### src/rtl/cnt_pkg.sv
// Constants and gate-level comparators shared by the mod-99 up and down counters.
// Counts are 7-bit binary and legal only in 0..98.
package cnt_pkg;

    localparam int CNT_W   = 7;
    localparam int CNT_MOD = 99;
    localparam int CNT_MAX = 98;

    // 98 = 7'b110_0010, decoded from individual bits
    function automatic logic is_max(input logic [CNT_W-1:0] v);
        return v[6] & v[5] & ~v[4] & ~v[3] & ~v[2] & v[1] & ~v[0];
    endfunction

    // v >= 99: must be at least 96, and bits 4..0 must be at least 3
    function automatic logic above_max(input logic [CNT_W-1:0] v);
        return v[6] & v[5] & (v[4] | v[3] | v[2] | (v[1] & v[0]));
    endfunction

endpackage

### src/rtl/mod_99_up_cnt_add7.sv
// 7-bit ripple-carry adder built from half/full adder cells.
// This is the adding counterpart of the down counter's 7-bit subtractor.
module half_add (
    input  logic a,
    input  logic b,
    output logic s,
    output logic c
);
    assign s = a ^ b;
    assign c = a & b;
endmodule

module full_add (
    input  logic a,
    input  logic b,
    input  logic ci,
    output logic s,
    output logic co
);
    assign s  = a ^ b ^ ci;
    assign co = (a & b) | (ci & (a ^ b));
endmodule

module add7 (
    input  logic [6:0] a,
    input  logic [6:0] b,
    output logic [6:0] sum,
    output logic       cout
);
    logic [6:0] carry;

    half_add u_ha0 (.a(a[0]), .b(b[0]), .s(sum[0]), .c(carry[0]));

    generate
        for (genvar gi = 1; gi < 7; gi++) begin : g_fa
            full_add u_fa (
                .a  (a[gi]),
                .b  (b[gi]),
                .ci (carry[gi-1]),
                .s  (sum[gi]),
                .co (carry[gi])
            );
        end
    endgenerate

    assign cout = carry[6];
endmodule

### src/rtl/mod_99_up_cnt.sv
// Modulo-99 up counter with synchronous clear/load, a terminal-count decode
// and registered wrap / load-error pulses.
module mod_99_up_cnt
    import cnt_pkg::*;
(
    input  logic             clk,
    input  logic             rst_n,
    input  logic             clr,
    input  logic             load,
    input  logic [CNT_W-1:0] load_val,
    input  logic             en,
    output logic [CNT_W-1:0] count,
    output logic             tc,
    output logic             wrap,
    output logic             load_err
);

    logic [CNT_W-1:0] count_q, count_d;
    logic             wrap_q, wrap_d;
    logic             load_err_q, load_err_d;
    logic [CNT_W-1:0] count_inc;
    logic             add_cout_unused;
    logic             at_max, cnt_illegal, val_illegal;

    add7 u_add7 (
        .a    (count_q),
        .b    (7'd1),
        .sum  (count_inc),
        .cout (add_cout_unused)
    );

    assign at_max      = is_max(count_q);
    assign cnt_illegal = above_max(count_q);
    assign val_illegal = above_max(load_val);

    always_comb begin
        count_d    = count_q;
        wrap_d     = 1'b0;
        load_err_d = 1'b0;
        if (clr) begin
            count_d = '0;
        end else if (load) begin
            if (val_illegal) begin
                count_d    = '0;
                load_err_d = 1'b1;
            end else begin
                count_d = load_val;
            end
        end else if (en) begin
            if (at_max) begin
                count_d = '0;
                wrap_d  = 1'b1;
            end else if (cnt_illegal) begin
                // upset state recovers to 0 silently, no wrap pulse
                count_d = '0;
            end else begin
                count_d = count_inc;
            end
        end
    end

    always_ff @(posedge clk or negedge rst_n) begin
        if (!rst_n) begin
            count_q    <= '0;
            wrap_q     <= 1'b0;
            load_err_q <= 1'b0;
        end else begin
            count_q    <= count_d;
            wrap_q     <= wrap_d;
            load_err_q <= load_err_d;
        end
    end

    assign count    = count_q;
    assign tc       = at_max;
    assign wrap     = wrap_q;
    assign load_err = load_err_q;

endmodule

### config.mk
export PLATFORM = sky130hd
export DESIGN_NAME = mod_99_up_cnt
export DESIGN_NICKNAME = d
export VERILOG_FILES = /design/src/rtl/cnt_pkg.sv /design/src/rtl/mod_99_up_cnt_add7.sv /design/src/rtl/mod_99_up_cnt.sv
export SDC_FILE = /design/constraint.sdc
export NUM_CORES = 1
export LEC_CHECK = 0
export CORE_AREA = 4 4 41 43
export CTS_BUF_LIST = sky130_fd_sc_hd__clkbuf_4 sky130_fd_sc_hd__clkbuf_8 sky130_fd_sc_hd__clkbuf_16
export CTS_CLUSTER_DIAMETER = 50
export CTS_CLUSTER_SIZE = 10
export DETAILED_ROUTE_END_ITERATION = 8
export DIE_AREA = 0 0 45 47
export DONT_BUFFER_PORTS = 1
export HOLD_SLACK_MARGIN = 0.05
export PLACE_DENSITY = 0.73
export SETUP_SLACK_MARGIN = 0.05
export SKIP_LAST_GASP = 1
export SLEW_MARGIN = 0
export SYNTH_ARGS = -nofsm -noshare
export SYNTH_HDL_FRONTEND = slang
export SYNTH_SLANG_ARGS = --single-unit
### constraint.sdc
create_clock -name clk -period 1.7 [get_ports clk]
set_input_delay 0 -clock clk [delete_from_list [all_inputs] [get_ports clk]]
set_output_delay 0 -clock clk [all_outputs]
set_load 0.05 [all_outputs]
After elaboration in Yosys (flattened, before gate mapping) --
Index checks and enable logic that the tools add are counted.
Operators by class: mux-type cells 13, reduce and logical (&&, ||, !) cells 1, bitwise logic cells 31
Operator list (count):
- $mux 7 | 6
- $and 1x1->1 | 15
- $mux 1 | 7
- $or 1x1->1 | 6
- $xor 1x1->1 | 6
- $not 1->1 | 4
- $reduce_bool 3->1 | 1
Storage, ports and cells: bits in registers 9, word-level logic and storage cells 48

Logic depth before layout (Yosys ltp) --
Gate-level depths: netlist of the first run.
depth in word-level cells 11, mapped depth 9

Hierarchy --
Synthesis of the first run repeated with hierarchy kept, for this count alone.
Unflattened totals: cells, all modules 68, area total of the unflattened synthesis 689.4 um^2
By module, submodules not included:
- mod_99_up_cnt | cells each 61, area an instance 556.8 um^2, sequential area each 225.2 um^2, times used 1
- full_add | cells each 1, area an instance 20.0 um^2, sequential area each 0.0 um^2, times used 6
- half_add | cells each 1, area an instance 12.5 um^2, sequential area each 0.0 um^2, times used 1

Worst setup path before layout of the first run --
No wires, ideal clock.
path kind reg2reg, start point register count_q[1] (netlist: count[1]), end point register count_q[5] (netlist: count[5]), path slack -0.185 ns, buffers on the path 0, arrival 1.759 ns, stages on the path, launching flop included 7, data required time 1.574 ns, library setup time 0.126 ns, cells stage by stage dfrtp_1 ha_1 ha_1 ha_1 ha_1 ha_1 a221o_1
On the way: cells in the longest elaborated chain, start to end 10, elaborated cells on any way between the ends 14
RTL lines:
- start, declared | line mod_99_up_cnt.sv:18 | logic [CNT_W-1:0] count_q, count_d;
- start signal, assigned | line mod_99_up_cnt.sv:68 | count_q <= count_d;
- $and 1x1->1 | line cnt_pkg.sv:16, mod_99_up_cnt_add7.sv:21
- $and 1x1->1 (3 in series) | line mod_99_up_cnt_add7.sv:21 | assign co = (a & b) | (ci & (a ^ b));
- $xor 1x1->1 | line mod_99_up_cnt_add7.sv:20 | assign s = a ^ b ^ ci;
- $mux 7 | line mod_99_up_cnt.sv:53 | end else if (cnt_illegal) begin
- $mux 7 * | line mod_99_up_cnt.sv:50 | if (at_max) begin
- $mux 7 * | line mod_99_up_cnt.sv:49 | end else if (en) begin
- $mux 7 * | line mod_99_up_cnt.sv:42 | end else if (load) begin
- $mux 7 * | line mod_99_up_cnt.sv:40 | if (clr) begin
Every way passes the cells marked *; elsewhere a longest branch is shown, timed or not. The select of a mux whose other input is x is not followed. A chain may end at the register's enable or synchronous reset.

Worst setup path in the final report of the first run --
start point register count_q[0] (netlist: count[0]), end point register count_q[6] (netlist: count[6])
On the way: cells in the longest elaborated chain, start to end 11, elaborated cells on any way between the ends 15
RTL lines (line):
- $and 1x1->1 | cnt_pkg.sv:16, mod_99_up_cnt_add7.sv:21
- $and 1x1->1 (4 in series) | mod_99_up_cnt_add7.sv:21
- $xor 1x1->1 | mod_99_up_cnt_add7.sv:20
- $mux 7 | mod_99_up_cnt.sv:53
- $mux 7 * | mod_99_up_cnt.sv:50
- $mux 7 * | mod_99_up_cnt.sv:49
- $mux 7 * | mod_99_up_cnt.sv:42
- $mux 7 * | mod_99_up_cnt.sv:40
Marks and branches as above.

==> impl_results.md, run 1 <==
- Final instance area: 892 um^2
- Critical Path Slowest Stage Cell: dfrtp_1
- Combinational share of power: 25.2%
- Tmin final: 1700 ps
- Post-synth ARST share: 100%
- TritonCTS clock tree: done
- Detail Placement HPWL: 1080 um
- Layout cell share with drive strength beyond 1: 27.4%
- Crit Path Max Fanout: 3
- Buf+Inv Stages, Crit Path: 0
- Core Footprint: 1300 um^2
- Crit-path most repeated cell: ha_4
- Signal arrival time at the worst endpoint: 1840 ps
- Yosys warnings: 0
- Synth Flop Type: dfrtp_1
- Synthesized cell area: 618 um^2
- Most congested layer reported by global routing: met2
- Register bit count reported by yosys: 9
- Hold path cells: 2
- Diodes inserted: 0
- DP Worst Slack: 1.13 ps
- Max Clk Rate: 589 MHz
- Part of the power in registers: 42.1%
- Sw power: 175 uW
- Max Cap Violations: 0
- WS Path Type: reg -> reg
- Worst Max-Slew Pin Slew: 537 ps
- Status: complete, no violations
- Hold path start: load_val[5]
- WP data required: 1840 ps
- Most frequent cells in the layout: dlygate4sd3_1, dfrtp_1, buf_4
- Setup Skew: 5.20 ps
- Worst R2R End: count[6]
- Startpoint types: flip-flop
- DIE WIDTH: 45 um
- Worst min path class: in -> reg
- Final hold violation count: 0
- Routed wire per std cell: 18.2 um
- Met2 usage: 36.4%
- Worst Hold End: count[0]
- Post-Synth Adder-Cell Area: 10.1%
- Simple-Gate Fraction of Synth Area: 22.9%
- VDD IR max: 0.000516 V
- CP delay by family, top: adder cells
- Vias: 591
- Die height: 47 um
- Lkg Pwr: 0.388 nW
- Setup ws final: 3.18 ps
- Total iterations of the first detailed-routing run: 4
- Reg-to-reg slack, setup: 3 ps
- Number of synthesized flops with an enable pin: 0
- Initial drt markers: 6
- Global routing usage on met3: 9.58%
- H-tree depth: 1
- Syn_area_per_cell: 9.66 um^2
- R2r worst-path depth: 9
- Placed cell area: 697 um^2
- Main combinational cell family by area after synthesis: simple AND/OR/NAND/NOR gates
- Post-synthesis mux area share: 0%
- Synth Area in XOR/XNOR: 0%
- Compound-Gate Fraction of Synth Area: 21.5%
- Area Overhead vs Synth: 44.3%
- Pwr per Cell Area: 636 nW/um^2
- Post-Syn Instances: 64
- Yosys cell types: 28
- Cell-internal power: 392 uW
- Antenna violations before repair: 0
- Slew margin rel.: 63.9%
- First-pass GRT wire length: 2950 um
- GPL Wtd Cong: 0.746
- Net Count, Synth: 81
- Sw frac: 30.9%
- Global-route met1 utilization: 19.6%
- Vias in the first global route: 641
- Cell Rows: 13
- Final cycle utilization of the critical path: 99.8%
- Later-pin clock latency in the skew report: 270 ps
- DRT Wirelength: 1800 um
- Clk pwr share: 32.7%
- Root Buffer: clkbuf_4
- Grt ovf: 0
- CP cell instances: ha_4 -> ha_4 -> ha_4 -> ha_4 -> ha_4 -> nand2_2 -> nor3_2 -> a31oi_1 -> o22ai_1
- Die area: 2120 um^2
- Pins over their slew limit: 0
- Endpoints failing setup: 0
- RSZ-0062 raised after global routing: true
- Commonest non-fill, non-tap cell in the layout: dlygate4sd3_1
- Worst path max stage delay: 420 ps
- Tot Pwr: 567 uW
- DRC viols: 0
- Clock sinks: 9
- Vias per inst: 5.97
- Starting density of the core: 47.5%
- Seq/Total Area, Yosys: 36.4%
- TritonCTS buffer count: 3
- I/O pin cnt: 22
- Max Buffers Root-to-Sink: 2
- Clock Pin Slew Worst Setup and Hold Paths: 60 ps
- Reg2reg start: count[0]
- PortBufs: 0
- Largest net degree at the start of global routing: 10
- NumNets Final: 102
- Total track usage: 20.5%
- DRT antenna net count: 0
- CP Capture Type: flip-flop
[per-stage QoR]
step	setup TNS [ps]	cells	utilization, %	hold slack [ps]
global placement	0	80	53.6	-295
global route	-55.7	99	68.6	76.7
floorplan	0	64	-	-296
detailed placement	0	80	53.6	-295
finish	0	99	68.6	72.0
CTS	0	99	68.0	51.3
[timing repair]
action	4_1_cts	5_1_grt
buffers inserted	1	0
cloned	0	0
resized for setup	1	2
pin swaps	1	3
endpoints found under the hold margin	18	0
setup endpoints to repair	2	2
hold buffers	14	0
[synth_stat cells (2+ instances only)]
library cell | instances | area [um^2]
nand2b_1 | 2 | 12.5
a31oi_1 | 3 | 18.8
nor3_1 | 2 | 10.0
nand2_1 | 7 | 26.3
nor3b_1 | 2 | 15.0
buf_4 | 7 | 52.6
a221o_1 | 4 | 40.0
and3_1 | 3 | 18.8
nor2_1 | 3 | 11.3
dfrtp_1 | 9 | 225
ha_1 | 5 | 62.6
[registers in the layout, indices dropped and copies added, names as in the netlist]
signal	cells
count	7
load_err	1
wrap	1
[power by group through the flow]
stage	clock network (mW)	registers [mW]	logic, mW
5_1_grt	0.207	0.240	0.152
3_5_place_dp	0	0.242	0.105
3_3_place_gp	0	0.240	0.103
2_1_floorplan	0	0.242	0.0903
4_1_cts	0.190	0.239	0.140
6_report	0.186	0.239	0.143
[cell type report]
type | instances | area (um^2)
fill | 107 | 409
multi-input combinational | 47 | 407
sequential | 9 | 225
timing repair buffer | 23 | 208
clock buffer | 4 | 30.0
tap | 15 | 18.8
inverter | 1 | 3.75
[layer usage]
metal / vias up / routed length (um)
met5: - / 0
met4: 0 / 40
met3: 6 / 146
met2: 28 / 989
met1: 279 / 627
li1: 278 / -
[cells by family after synthesis]
| family | Yosys count |
|---|---|
| AO/OA/AOI/OAI | 16 |
| adder cells (fa/ha/maj) | 5 |
| flip-flops | 9 |
| AND/OR/NAND/NOR | 26 |
| buffers and inverters | 8 |
[how the worst max path moves through the flow]
| stage | startpoint | to | slack, ps | depth (start not counted) |
|---|---|---|---|---|
| after floorplan | count[0] | count[5] | 40 | 6 |
| after global routing | count[0] | count[6] | -50 | 9 |
| after global placement | count[0] | count[6] | 30 | 9 |
| after detailed placement | count[0] | count[6] | 1 | 9 |
| final | count[0] | count[6] | 3 | 9 |
| after CTS | count[0] | count[6] | 20 | 9 |
Power figures use the tool's default switching activity.
==> run 2: changes to the inputs <==
Settings changed: SETUP_SLACK_MARGIN 0.05 to default.
==> run 2 against run 1 <==
  * The flow now finishes with violations (setup timing)
  * Die area unchanged
  * Global-route usage fell by 0.22 points
  * Total power decreased by 0.20%
  * Clock power about the same
  * Critical path type unchanged
  * Largest cell class unchanged
  * Critical path depth stayed put
  * Clock skew shrank 2.1 ps
  * Sequential cell count unchanged
  * Highest routed layer unchanged
==> impl_results.md, run 2 (same netlist as run 1, synthesis figures left out) <==
- Status: complete, but fails checks
- Failing checks: setup timing
- Tmin final: 1760 ps
- First-pass GRT wire length: 3000 um
- Lkg Pwr: 0.390 nW
- Starting density of the core: 47.5%
- DRT antenna net count: 0
- Max Cap Violations: 0
- Area Overhead vs Synth: 43.1%
- Signal arrival time at the worst endpoint: 1900 ps
- I/O pin cnt: 22
- CP cell instances: ha_2 -> ha_4 -> ha_4 -> ha_4 -> ha_4 -> nand2_2 -> nor3_1 -> a31oi_1 -> o22ai_1
- Routed wire per std cell: 18.5 um
- Worst Max-Slew Pin Slew: 472 ps
- Reg-to-reg slack, setup: -60 ps
- Setup Skew: 3.13 ps
- Total iterations of the first detailed-routing run: 4
- Most frequent cells in the layout: dlygate4sd3_1, buf_4, dfrtp_1
- DRT Wirelength: 1850 um
- Later-pin clock latency in the skew report: 260 ps
- Setup tns final: -56.7 ps
- Total track usage: 20.3%
- PortBufs: 0
- TritonCTS buffer count: 3
- DRC viols: 0
- Final cycle utilization of the critical path: 103%
- Tot Pwr: 566 uW
- Pwr per Cell Area: 640 nW/um^2
- Initial drt markers: 19
- Buf+Inv Stages, Crit Path: 0
- Max Clk Rate: 569 MHz
- Max Buffers Root-to-Sink: 2
- Max reg flops: 7
- FILL cells: 113
- Antenna violations before repair: 0
- Critical Path Slowest Stage Cell: dfrtp_1
- Root Buffer: clkbuf_4
- Diodes inserted: 0
- Clock Pin Slew Worst Setup and Hold Paths: 60 ps
- Setup ws final: -56.7 ps
- Core Util, Final: 68.0%
- WS Path Type: reg -> reg
- Cell Rows: 13
- Largest net degree at the start of global routing: 10
- Slew margin rel.: 68.3%
- Worst hold slack: 66.6 ps
- Worst min path class: in -> reg
- Startpoint types: flip-flop
- Vias per inst: 6.16
- VDD IR max: 0.000412 V
- Worst path max stage delay: 390 ps
- TritonCTS clock tree: done
- Layout cell share with drive strength beyond 1: 27.1%
- WP data required: 1840 ps
- DIE WIDTH: 45 um
- Core Footprint: 1300 um^2
- CP delay by family, top: adder cells
- Detail Placement HPWL: 1210 um
- Grt ovf: 0
- Final hold violation count: 0
- Clock sinks: 9
- Die height: 47 um
- H-tree depth: 1
- Vias in the first global route: 660
- Die area: 2120 um^2
- GPL Wtd Cong: 0.798
- Commonest non-fill, non-tap cell in the layout: dlygate4sd3_1
- CP Capture Type: flip-flop
- Endpoints failing setup: 1
- Vias: 616
- NumNets Final: 103
- Pins over their slew limit: 0
- Crit Path Max Fanout: 3
- Crit-path most repeated cell: ha_4
- RSZ-0062 raised after global routing: true
run 2: cell types whose count changed in the layout (fill, tap and decap cells not counted):
cell | previous run | this run
buf_4 | 9 | 10
ha_2 | 0 | 1
ha_4 | 5 | 4
nor3_1 | 1 | 2
nor3_2 | 2 | 1
run 2: path summary, 6_finish.rpt:
check,startpoint,endpoint,cells past startpoint
min in group asynchronous,rst_n,wrap,1
hold reg to reg,count[4],count[4],1
setup reg to reg,count[0],count[6],9
max in group asynchronous,rst_n,count[2],1
setup / recovery,count[0],count[6],9
hold / removal,load_val[5],count[6],3
run 2: tightest hold or removal path, cell delays in order:
cell and delay, ps:
nand2_1 30, a31oi_1 100, o22ai_1 150
run 2: power by group:
| part | internal, mW | leakage, nW | switching (mW) |
|---|---|---|---|
| sequential | 0.224 | 0.122 | 0.0133 |
| clock | 0.107 | 0.0184 | 0.0800 |
| combinational | 0.0607 | 0.249 | 0.0813 |
| total | 0.392 | 0.390 | 0.175 |
run 2: stage by stage:
step	setup WS (ps)	std cells	instance area [um^2]
floorplan	9.22	64	651
global placement	-1.28	81	684
detailed placement	-70.4	81	684
CTS	-36.4	98	867
global route	-103	100	885
finish	-56.7	100	885
run 2: cell type report:
| type | instances | area (um^2) | area share [%] |
|---|---|---|---|
| well taps | 15 | 18.8 | 2.12 |
| repair buffers | 24 | 215 | 24.3 |
| flip-flops and latches | 9 | 225 | 25.5 |
| clock buffers | 4 | 30.0 | 3.39 |
| inverters | 1 | 3.75 | 0.424 |
| multi-input cells | 47 | 392 | 44.3 |
run 2: repair_timing:
item	4_1_cts	5_1_grt
hold buffers	13	1
gates cloned	0	0
gates resized for setup	3	0
pin swaps	4	2
hold endpoints to repair	18	1
setup endpoints to repair	2	2
setup buffers	0	1
run 2: routing by layer:
metal  vias up  GRT usage, %  wire length (um)
li1        282             -                 -
met1       288          21.7               665
met2        35          37.9               989
met3        11          4.98               148
met4         0          8.19                45
met5         -             0                 0
